--- config.mk ---
export PLATFORM = sky130hd
export DESIGN_NAME = rr_enable_arbiter_flat
export DESIGN_NICKNAME = d
export VERILOG_FILES = /design/src/rtl/rr_enable_arbiter_pkg.sv /design/src/rtl/rr_enable_arbiter_if.sv /design/src/rtl/rr_enable_arbiter_pick.sv /design/src/rtl/rr_enable_arbiter.sv /design/src/flat_wrapper.sv
export SDC_FILE = /design/constraint.sdc
export NUM_CORES = 1
export LEC_CHECK = 0
export CAP_MARGIN = 40
export CORE_MARGIN = 1.5
export CORE_UTILIZATION = 38
export CTS_CLUSTER_DIAMETER = 40
export CTS_CLUSTER_SIZE = 16
export DETAILED_ROUTE_END_ITERATION = 10
export PLACE_DENSITY = 0.74
export SLEW_MARGIN = 15
export SYNTH_ARGS = -nofsm -noshare
export SYNTH_HDL_FRONTEND = slang
export SYNTH_HIERARCHICAL = 1
export SYNTH_SLANG_ARGS = --single-unit
--- constraint.sdc ---
create_clock -name iClock -period 1.8 [get_ports iClock]
set_clock_uncertainty 0.15 [all_clocks]
set_input_delay 0.36 -clock iClock [delete_from_list [all_inputs] [get_ports iClock]]
set_output_delay 0.36 -clock iClock [all_outputs]
set_load 0.05 [all_outputs]
--- src/rtl/rr_enable_arbiter_pkg.sv ---
// rr_enable_arbiter_pkg: FSM state encoding and index-width helper shared by the arbiter files
package rr_enable_arbiter_pkg;
   typedef enum logic [1:0] {
      IDLE    = 2'd0,
      GRANT   = 2'd1,
      CAPTURE = 2'd2,
      RELEASE = 2'd3
   } state_t;
   function automatic int log2c(input int n);
      int r;
      for (r = 0; (1 << r) < n; r++) begin end
      return r;
   endfunction
endpackage

--- src/rtl/rr_enable_arbiter_if.sv ---
// rr_enable_arbiter_if: requester/shared-register signals of the round-robin enable arbiter
interface rr_enable_arbiter_if #(
   parameter int N_REQ  = 4,
   parameter int DATA_W = 8
);
   logic [N_REQ-1:0]        iReq;
   logic [N_REQ*DATA_W-1:0] iData;
   logic [N_REQ-1:0]        oGrant;
   logic [N_REQ-1:0]        oAck;
   logic                    oEnable;
   logic [DATA_W-1:0]       oQ;
   logic                    oBusy;
   modport master (output iReq, iData, input oGrant, oAck, oEnable, oQ, oBusy);
   modport slave  (input iReq, iData, output oGrant, oAck, oEnable, oQ, oBusy);
endinterface

--- src/rtl/rr_enable_arbiter_pick.sv ---
// rr_pick: combinational circular priority finder starting just after ptr
module rr_pick #(
   parameter int N_REQ = 4,
   parameter int IDX_W = 2
) (
   input  logic [N_REQ-1:0] req,
   input  logic [IDX_W-1:0] ptr,
   output logic [IDX_W-1:0] idx,
   output logic             valid
);
   logic [IDX_W-1:0] k;
   assign valid = |req;
   // walk from the farthest candidate back so the nearest one after ptr wins
   always_comb begin
      idx = '0;
      k   = '0;
      for (int i = N_REQ; i >= 1; i--) begin
         k = IDX_W'((int'(ptr) + i) % N_REQ);
         if (req[k]) idx = k;
      end
   end
endmodule

--- src/rtl/rr_enable_arbiter.sv ---
// rr_enable_arbiter: round-robin sequencer owning the enable of a shared capture register
module rr_enable_arbiter
   import rr_enable_arbiter_pkg::*;
#(
   parameter int N_REQ  = 4,
   parameter int DATA_W = 8
) (
   input logic iClock,
   input logic iReset,
   rr_enable_arbiter_if.slave bus
);
   localparam int IDX_W = log2c(N_REQ);
   state_t           state_q, state_d;
   logic [IDX_W-1:0] win_q, win_d, ptr_q, ptr_d, pick_idx;
   logic [N_REQ-1:0] grant_q, grant_d, ack_q, ack_d;
   logic [DATA_W-1:0] q_q, q_d;
   logic             pick_valid, en;
   rr_pick #(.N_REQ(N_REQ), .IDX_W(IDX_W)) u_pick (
      .req  (bus.iReq),
      .ptr  (ptr_q),
      .idx  (pick_idx),
      .valid(pick_valid)
   );
   assign en = state_q == CAPTURE;
   always_comb begin
      state_d = state_q;
      win_d   = win_q;
      ptr_d   = ptr_q;
      grant_d = grant_q;
      ack_d   = '0;
      q_d     = bus.iData[win_q*DATA_W +: DATA_W];
      case (state_q)
         IDLE: if (pick_valid) begin
            state_d = GRANT;
            win_d   = pick_idx;
            grant_d = N_REQ'(1) << pick_idx;
         end
         GRANT: if (bus.iReq[win_q]) state_d = CAPTURE;
         else begin
            state_d = IDLE;
            grant_d = '0;
            ptr_d   = win_q;
         end
         CAPTURE: begin
            state_d = RELEASE;
            ack_d   = grant_q;
            ptr_d   = win_q;
         end
         RELEASE: if (!bus.iReq[win_q]) begin
            state_d = IDLE;
            grant_d = '0;
         end
         default: state_d = IDLE;
      endcase
   end
   always_ff @(posedge iClock or negedge iReset) begin
      if (!iReset) begin
         state_q <= IDLE;
         win_q   <= '0;
         ptr_q   <= IDX_W'(N_REQ - 1);
         grant_q <= '0;
         ack_q   <= '0;
      end else begin
         state_q <= state_d;
         win_q   <= win_d;
         ptr_q   <= ptr_d;
         grant_q <= grant_d;
         ack_q   <= ack_d;
      end
   end
   // shared data register: loads only on the CAPTURE edge
   always_ff @(posedge iClock or negedge iReset) begin
      if (!iReset) q_q <= '0;
      else if (en) q_q <= q_d;
   end
   assign bus.oGrant  = grant_q;
   assign bus.oAck    = ack_q;
   assign bus.oEnable = en;
   assign bus.oQ      = q_q;
   assign bus.oBusy   = state_q != IDLE;
endmodule

--- src/flat_wrapper.sv ---
// flat-port wrapper written by rule: the top's interface ports become plain ports
module rr_enable_arbiter_flat import rr_enable_arbiter_pkg::*;
#(
   parameter int N_REQ  = 4,
   parameter int DATA_W = 8
)
  (iClock, iReset, bus_iReq, bus_iData, bus_oGrant, bus_oAck, bus_oEnable, bus_oQ, bus_oBusy);
  rr_enable_arbiter_if #(.N_REQ(N_REQ), .DATA_W(DATA_W)) bus_i ();
  input logic iClock;
  input logic iReset;
  input wire logic [$bits(bus_i.iReq)-1:0] bus_iReq;
  input wire logic [$bits(bus_i.iData)-1:0] bus_iData;
  output wire logic [$bits(bus_i.oGrant)-1:0] bus_oGrant;
  output wire logic [$bits(bus_i.oAck)-1:0] bus_oAck;
  output wire logic [$bits(bus_i.oEnable)-1:0] bus_oEnable;
  output wire logic [$bits(bus_i.oQ)-1:0] bus_oQ;
  output wire logic [$bits(bus_i.oBusy)-1:0] bus_oBusy;
  assign bus_i.iReq = bus_iReq;
  assign bus_i.iData = bus_iData;
  assign bus_oGrant = bus_i.oGrant;
  assign bus_oAck = bus_i.oAck;
  assign bus_oEnable = bus_i.oEnable;
  assign bus_oQ = bus_i.oQ;
  assign bus_oBusy = bus_i.oBusy;
  rr_enable_arbiter #(.N_REQ(N_REQ), .DATA_W(DATA_W)) u_core (.iClock(iClock), .iReset(iReset), .bus(bus_i));
endmodule
After elaboration in Yosys (flattened, before gate mapping)
Index checks and enable logic that the tools add are counted.
- output and inout port bits: 18
- memories kept: 0
- bits in writable memories: 0
- bits of input ports: 38
- logic and storage cells: 58
- bits in read-only memories: 0
- bits in latches: 0
- flip-flop bits (word level): 22
- muxes and demuxes: 24
- divide/modulo/power cells: 0
- bitwise gates (word level): 0
- reductions and logical operators: 10
- multiply operators: 0
- shifts and indexed selects: 2
- order comparisons: 5
- add/sub/neg operators: 4
- eq/ne operators: 7
- operator list (operator ; count):
    $shiftx 32x6->8 ; 1
    $mux 2 ; 8
    $lt 2x3->1 const B ; 5
    $mux 4 ; 3
    $bmux 1 s2 ; 5
    $pmux 2 s4 ; 1
    $pmux 4 s2 ; 1
    $ne 2x2->1 const B ; 3
    $reduce_and 2->1 ; 3
    $reduce_bool 2->1 ; 3
    $mux 1 ; 5
    $add 2x1->2 const B ; 2
    $add 2x2->2 const B ; 2
    $eq 2x2->1 const B ; 2
    $pmux 2 s2 ; 1
    $reduce_or 4->1 ; 1
    $shl 1x2->4 const A ; 1
    $reduce_and 3->1 ; 1
    $eq 2x1->1 const B ; 1
    $logic_not 2->1 ; 1
    $ne 2x1->1 const B ; 1
    $reduce_or 2->1 ; 1

Depth between registers and ports, before layout
Gate-level depths: netlist of run 1.
- word-level depth: 10
- mapped depth: 6
- mapped depth without buffers: 6

Cells and area by module
The synthesis of run 1 kept the hierarchy.
- modules (own cells, without submodules) (module ; cells each ; sequential area each (um^2) ; times used ; area an instance (um^2)):
    rr_enable_arbiter ; 86 ; 553.0 ; 1 ; 1186.1
    rr_pick ; 14 ; 0.0 ; 1 ; 91.3

Worst setup path after synthesis of run 1
OpenSTA, ideal clock, no wires.
- path kind: register to register
- start point: register u_core.state_q[0]
- end point: register u_core.q_q[2], in the netlist u_core/bus.oQ[2]
- clock period less this slack: 2066 ps
- buffers on the path: 1
- setup slack: -266 ps
- required time: 1525 ps
- cell stages (with the launch flop): 5
- data arrival time: 1791 ps
- library setup time: 125 ps
- cell sequence: dfrtp_1 inv_1 ha_1 clkbuf_1 mux2_2
- longest elaborated chain between the ends: 1
- ends and longest elaborated chain (what ; line ; source):
    start: declaration ; rr_enable_arbiter.sv:13 ; state_t state_q, state_d;
    start signal: assignment ; rr_enable_arbiter.sv:64 ; state_q <= state_d;
    $eq 2x2->1 ; rr_enable_arbiter.sv:24 ; assign en = state_q == CAPTURE;
    named net bus_oEnable ; flat_wrapper.sv:15 ; output wire logic [$bits(bus_i.oEnable)-1:0] bus_oEnable;
    end signal: assignment ; rr_enable_arbiter.sv:74 ; else if (en) q_q <= q_d;
    end: declaration ; rr_enable_arbiter.sv:16 ; logic [DATA_W-1:0] q_q, q_d;
The timed path passes the listed nets, and every way through them passes these cells.
A chain may end at the register's enable or synchronous reset.

Worst setup path in the final report of run 1
- start point: register u_core.ptr_q[0]
- end point: register u_core.grant_q[1], in the netlist u_core/bus.oGrant[1]
- longest elaborated chain between the ends: 10
- elaborated cells between the ends (all ways): 19
- classes of those cells: add/sub: 4; shift: 1; mux: 14
- ends and longest elaborated chain (what ; line ; source):
    start: declaration ; rr_enable_arbiter.sv:14 ; logic [IDX_W-1:0] win_q, win_d, ptr_q, ptr_d, pick_idx;
    start signal: assignment ; rr_enable_arbiter.sv:60 ; ptr_q <= IDX_W'(N_REQ - 1);
    start signal: assignment ; rr_enable_arbiter.sv:66 ; ptr_q <= ptr_d;
    $add 2x1->2 ; rr_enable_arbiter_pick.sv:18 ; k = IDX_W'((int'(ptr) + i) % N_REQ);
    $bmux 1 s2 ; rr_enable_arbiter_pick.sv:19 ; if (req[k]) idx = k;
    $mux 1 (not written as such) ; rr_enable_arbiter_pick.sv:19 ;
    $mux 2 (3 in a row) ; rr_enable_arbiter_pick.sv:19 ;
    $mux 2 * ; rr_enable_arbiter_pick.sv:19 ;
    named net u_core.pick_idx[1] ; rr_enable_arbiter.sv:14 ;
    $shl 1x2->4 * ; rr_enable_arbiter.sv:36 ; grant_d = N_REQ'(1) << pick_idx;
    $mux 4 * ; rr_enable_arbiter.sv:33 ; IDLE: if (pick_valid) begin
    $pmux 4 s2 * ; rr_enable_arbiter.sv:32 ; case (state_q)
    end signal: assignment ; rr_enable_arbiter.sv:67 ; grant_q <= grant_d;
    end: declaration ; rr_enable_arbiter.sv:15 ; logic [N_REQ-1:0] grant_q, grant_d, ack_q, ack_d;
The timed path passes the listed nets; every way through them passes the cells marked *. The select of a mux whose other input is x is not followed.

==> results.md, run 1 <==
* Post-synth top cells: dfrtp_1 (20), mux2_2 (12), mux4_2 (8)
* IO Pins at 56
* Area leader, netlist: dfrtp_1
* Initial DRC count at 22
* Met3 global-route usage at 4.691%
* Maxcap violations at 0
* Worst R2R Setup Slack at -0.01 ns
* Rows at 20
* Maximum clock path buffer count at 2
* Wire per inst at 14.91 µm
* Comb pwr share at 66.3%
* Syn nets at 142
* P_sw at 1.572 mW
* CTS tree: done
* Failing checks: setup timing
* Flop pwr share at 23.5%
* Data arrival, critical path at 1.91 ns
* Nets at 221
* Final Hold Viols at 0
* Synth Area in Simple Gates at 9.598%
* First-pass GRT wire length at 5.271 mm
* Core area at 3128 µm²
* Slew headroom at 75.76%
* Synthesized area at 1277 µm²
* Worst-path clk slew at 0.12 ns
* Design area at 2128 µm²
* Synth Area in Compound Gates at 12.14%
* Worst min path class: input pin to async pin
* Worst Path Max Fanout at 5
* Vias in the first global route at 1175
* Yosys Warn Count at 6
* Synth cell types at 31
* Routed Antenna Nets at 0
* Grt total ovfl at 0
* WHS at 0.2363 ns
* Number of remaining DRC errors at 0
* Adder-Cell Fraction of Synth Area at 3.918%
* CTS sink cnt at 22
* Yosys reg bits at 22
* Cell Pwr Density at 1735 nW/µm²
* GRT Overall Usage at 19.29%
* Final slew viol count at 0
* Synthesized instance count at 100
* Post-synthesis sequential area ratio at 43.29%
* XOR/XNOR Fraction of Synth Area at 0%
* Worst setup EP type: register
* Switching part of the total at 42.58%
* Internal at 2.120 mW
* Mean post-synth cell area at 12.77 µm²
* Multiplexer area fraction after synthesis at 28.31%
* Critical Path RT at 1.90 ns
* Static leakage at 0.9563 nW
* Die area at 3719 µm²
* Final design utilization at 68.04%
* Routability cong. at 0.8191
* Gr busiest metal: met2
* CP Launch Type: register
* Dpl hpwl at 2.566 mm
* Clk pwr share at 10.2%
* Share of cells above drive strength 1 at 43.82%
* Drt first pass iters at 4
* Vias at 1111
* CTS Root Cell: clkbuf_4
* Later-pin clock latency in the skew report at 0.31 ns
* Pin count of the biggest net entering global routing at 23
* Worst Tran Pin Value at 0.3628 ns
* Fin crit period at 1.811 ns
* Vias per cell at 5.005
* Tcrit/Tclk final at 100.6%
* RSZ-0062 raised after global routing: true
* Synth area leaders: dfrtp_1 (39%), mux4_2 (14%), mux2_2 (11%)
* Die X at 60.98 µm
* VDD IR max at 0.001172 V
* Area delta synth->final at 66.60%
* Grt met1 use at 22.49%
* Total chip power at 3.692 mW
* Initial antenna violation count at 0
* Routed wire length at 3.309 mm
* Die H at 60.98 µm
* Main synth FF type: dfrtp_1
* Initial core utilization at 40.84%
* I/O Buffers at 55
* Crit Path Class: register to register
* H-tree Lvls at 1
* F_max at 552.0 MHz
* CTS Buf Count at 3
* GR Util met2 at 35.48%
* Most numerous cell in the Yosys netlist: dfrtp_1
* Final-report setup violation count at 4
* Ys async rst share at 100.0%
* Post-route setup slack at -0.01150 ns
* Top cell type's share of synthesized area at 39.18%
* Post-synth EDFFs at 0
* Status: finished, violations left
* Setup tns final at -0.02085 ns
* Largest family of logic cells by synthesized area: multiplexers
* Placed Area at 1981 µm²
* # diodes at 0
[path summary, 6_finish.rpt]
path,from,to,depth (start not counted)
setup / recovery,u_core/ptr_q[0]$_DFFE_PN1P_,u_core/bus.oGrant[1]$_DFFE_PN0P_,6
min in group iClock,u_core/bus.oQ[2]$_DFFE_PN0N_,u_core/bus.oQ[2]$_DFFE_PN0N_,1
hold / removal,iReset,u_core/state_q[0]$_DFFE_PN0P_,2
setup reg to reg,u_core/ptr_q[0]$_DFFE_PN1P_,u_core/bus.oGrant[1]$_DFFE_PN0P_,6
hold reg to reg,u_core/bus.oQ[2]$_DFFE_PN0N_,u_core/bus.oQ[2]$_DFFE_PN0N_,1
max in group asynchronous,iReset,u_core/ptr_q[1]$_DFFE_PN1P_,2
[critical path, stage by stage (launching register included)]
cell and delay (ns):
dfstp_2 0.63, inv_1 0.06, a31oi_1 0.16, a21oi_2 0.09, or3_1 0.33, nor3_2 0.14, a32o_1 0.19
[per-layer routing]
layer  wire length, µm  part of all wire [%]
met2              1617                    49
met4                32                  0.97
met3               242                   7.3
met5                 0                     0
met1              1417                    43
[layout by cell type (no fill, tap or decap), drive strengths merged, types with 2 or more instances in the layout]
master         count
inv                6
a211oi             2
mux2i              2
dlygate4sd2        4
dfstp              2
and2               4
mux4               9
nor3               3
clkbuf             3
nor2               3
nand2b             4
a21oi              6
ha                 4
clkdlybuf4s50     33
dfrtp             20
a32o               3
mux2              12
buf               40
a22o               2
nand2              3
a211o              2
nor2b              2
[sequential cells by signal, indices dropped and copies added, names as in the netlist, named ones only]
signal,cells
u_core/bus.oGrant,4
u_core/ptr_q,2
u_core/state_q,1
u_core/bus.oAck,4
u_core/bus.oQ,8
u_core/win_q,2
[cells by family after synthesis]
group / count (synthesis)
AND/OR/NAND/NOR: 22
buffers and inverters: 9
AO/OA/AOI/OAI: 20
adder cells (fa/ha/maj): 4
multiplexers: 23
flip-flops: 22
[power by group through the flow]
stage,clock [mW],combinational (mW),sequential [mW]
finish,0.375,2.45,0.868
global route,0.403,2.60,0.897
CTS,0.387,2.38,0.860
detailed placement,0,2.24,0.887
global placement,0,2.20,0.877
floorplan,0,0.989,1.35
[final cells by class]
cell class,count,area [µm²]
clock buffer,3,22.52
clock inverter,1,30.03
fill,242,999.7
inverter,6,25.02
multi-input combinational,69,744.5
sequential,22,553.0
tap,44,55.05
timing repair buffer,77,698.2
[metrics by stage]
stage	worst slack [ns]	cells
2_1_floorplan	0.008323	100
3_3_place_gp	-0.4510	211
3_5_place_dp	-0.5318	211
4_1_cts	-0.07009	221
5_1_grt	-0.06876	222
6_report	-0.01150	222
[timing repair]
| item | CTS | global route |
|---|---|---|
| buffers inserted | 6 | 1 |
| hold buffers | 0 | 0 |
| gates resized for setup | 11 | 6 |
| pin swaps | 4 | 4 |
| setup endpoints to repair | 9 | 9 |
(Power assumes the default switching activity.)
==> run 2, diff against run 1 <==
--- a/config.mk
+++ b/config.mk
@@ -8,7 +8,6 @@
 export CAP_MARGIN = 40
 export CORE_MARGIN = 1.5
 export CORE_UTILIZATION = 38
-export CTS_CLUSTER_DIAMETER = 40
 export CTS_CLUSTER_SIZE = 16
 export DETAILED_ROUTE_END_ITERATION = 10
 export PLACE_DENSITY = 0.74
==> results of run 2 <==
No change in the layout: final DEF, timing and power equal those of run 1.
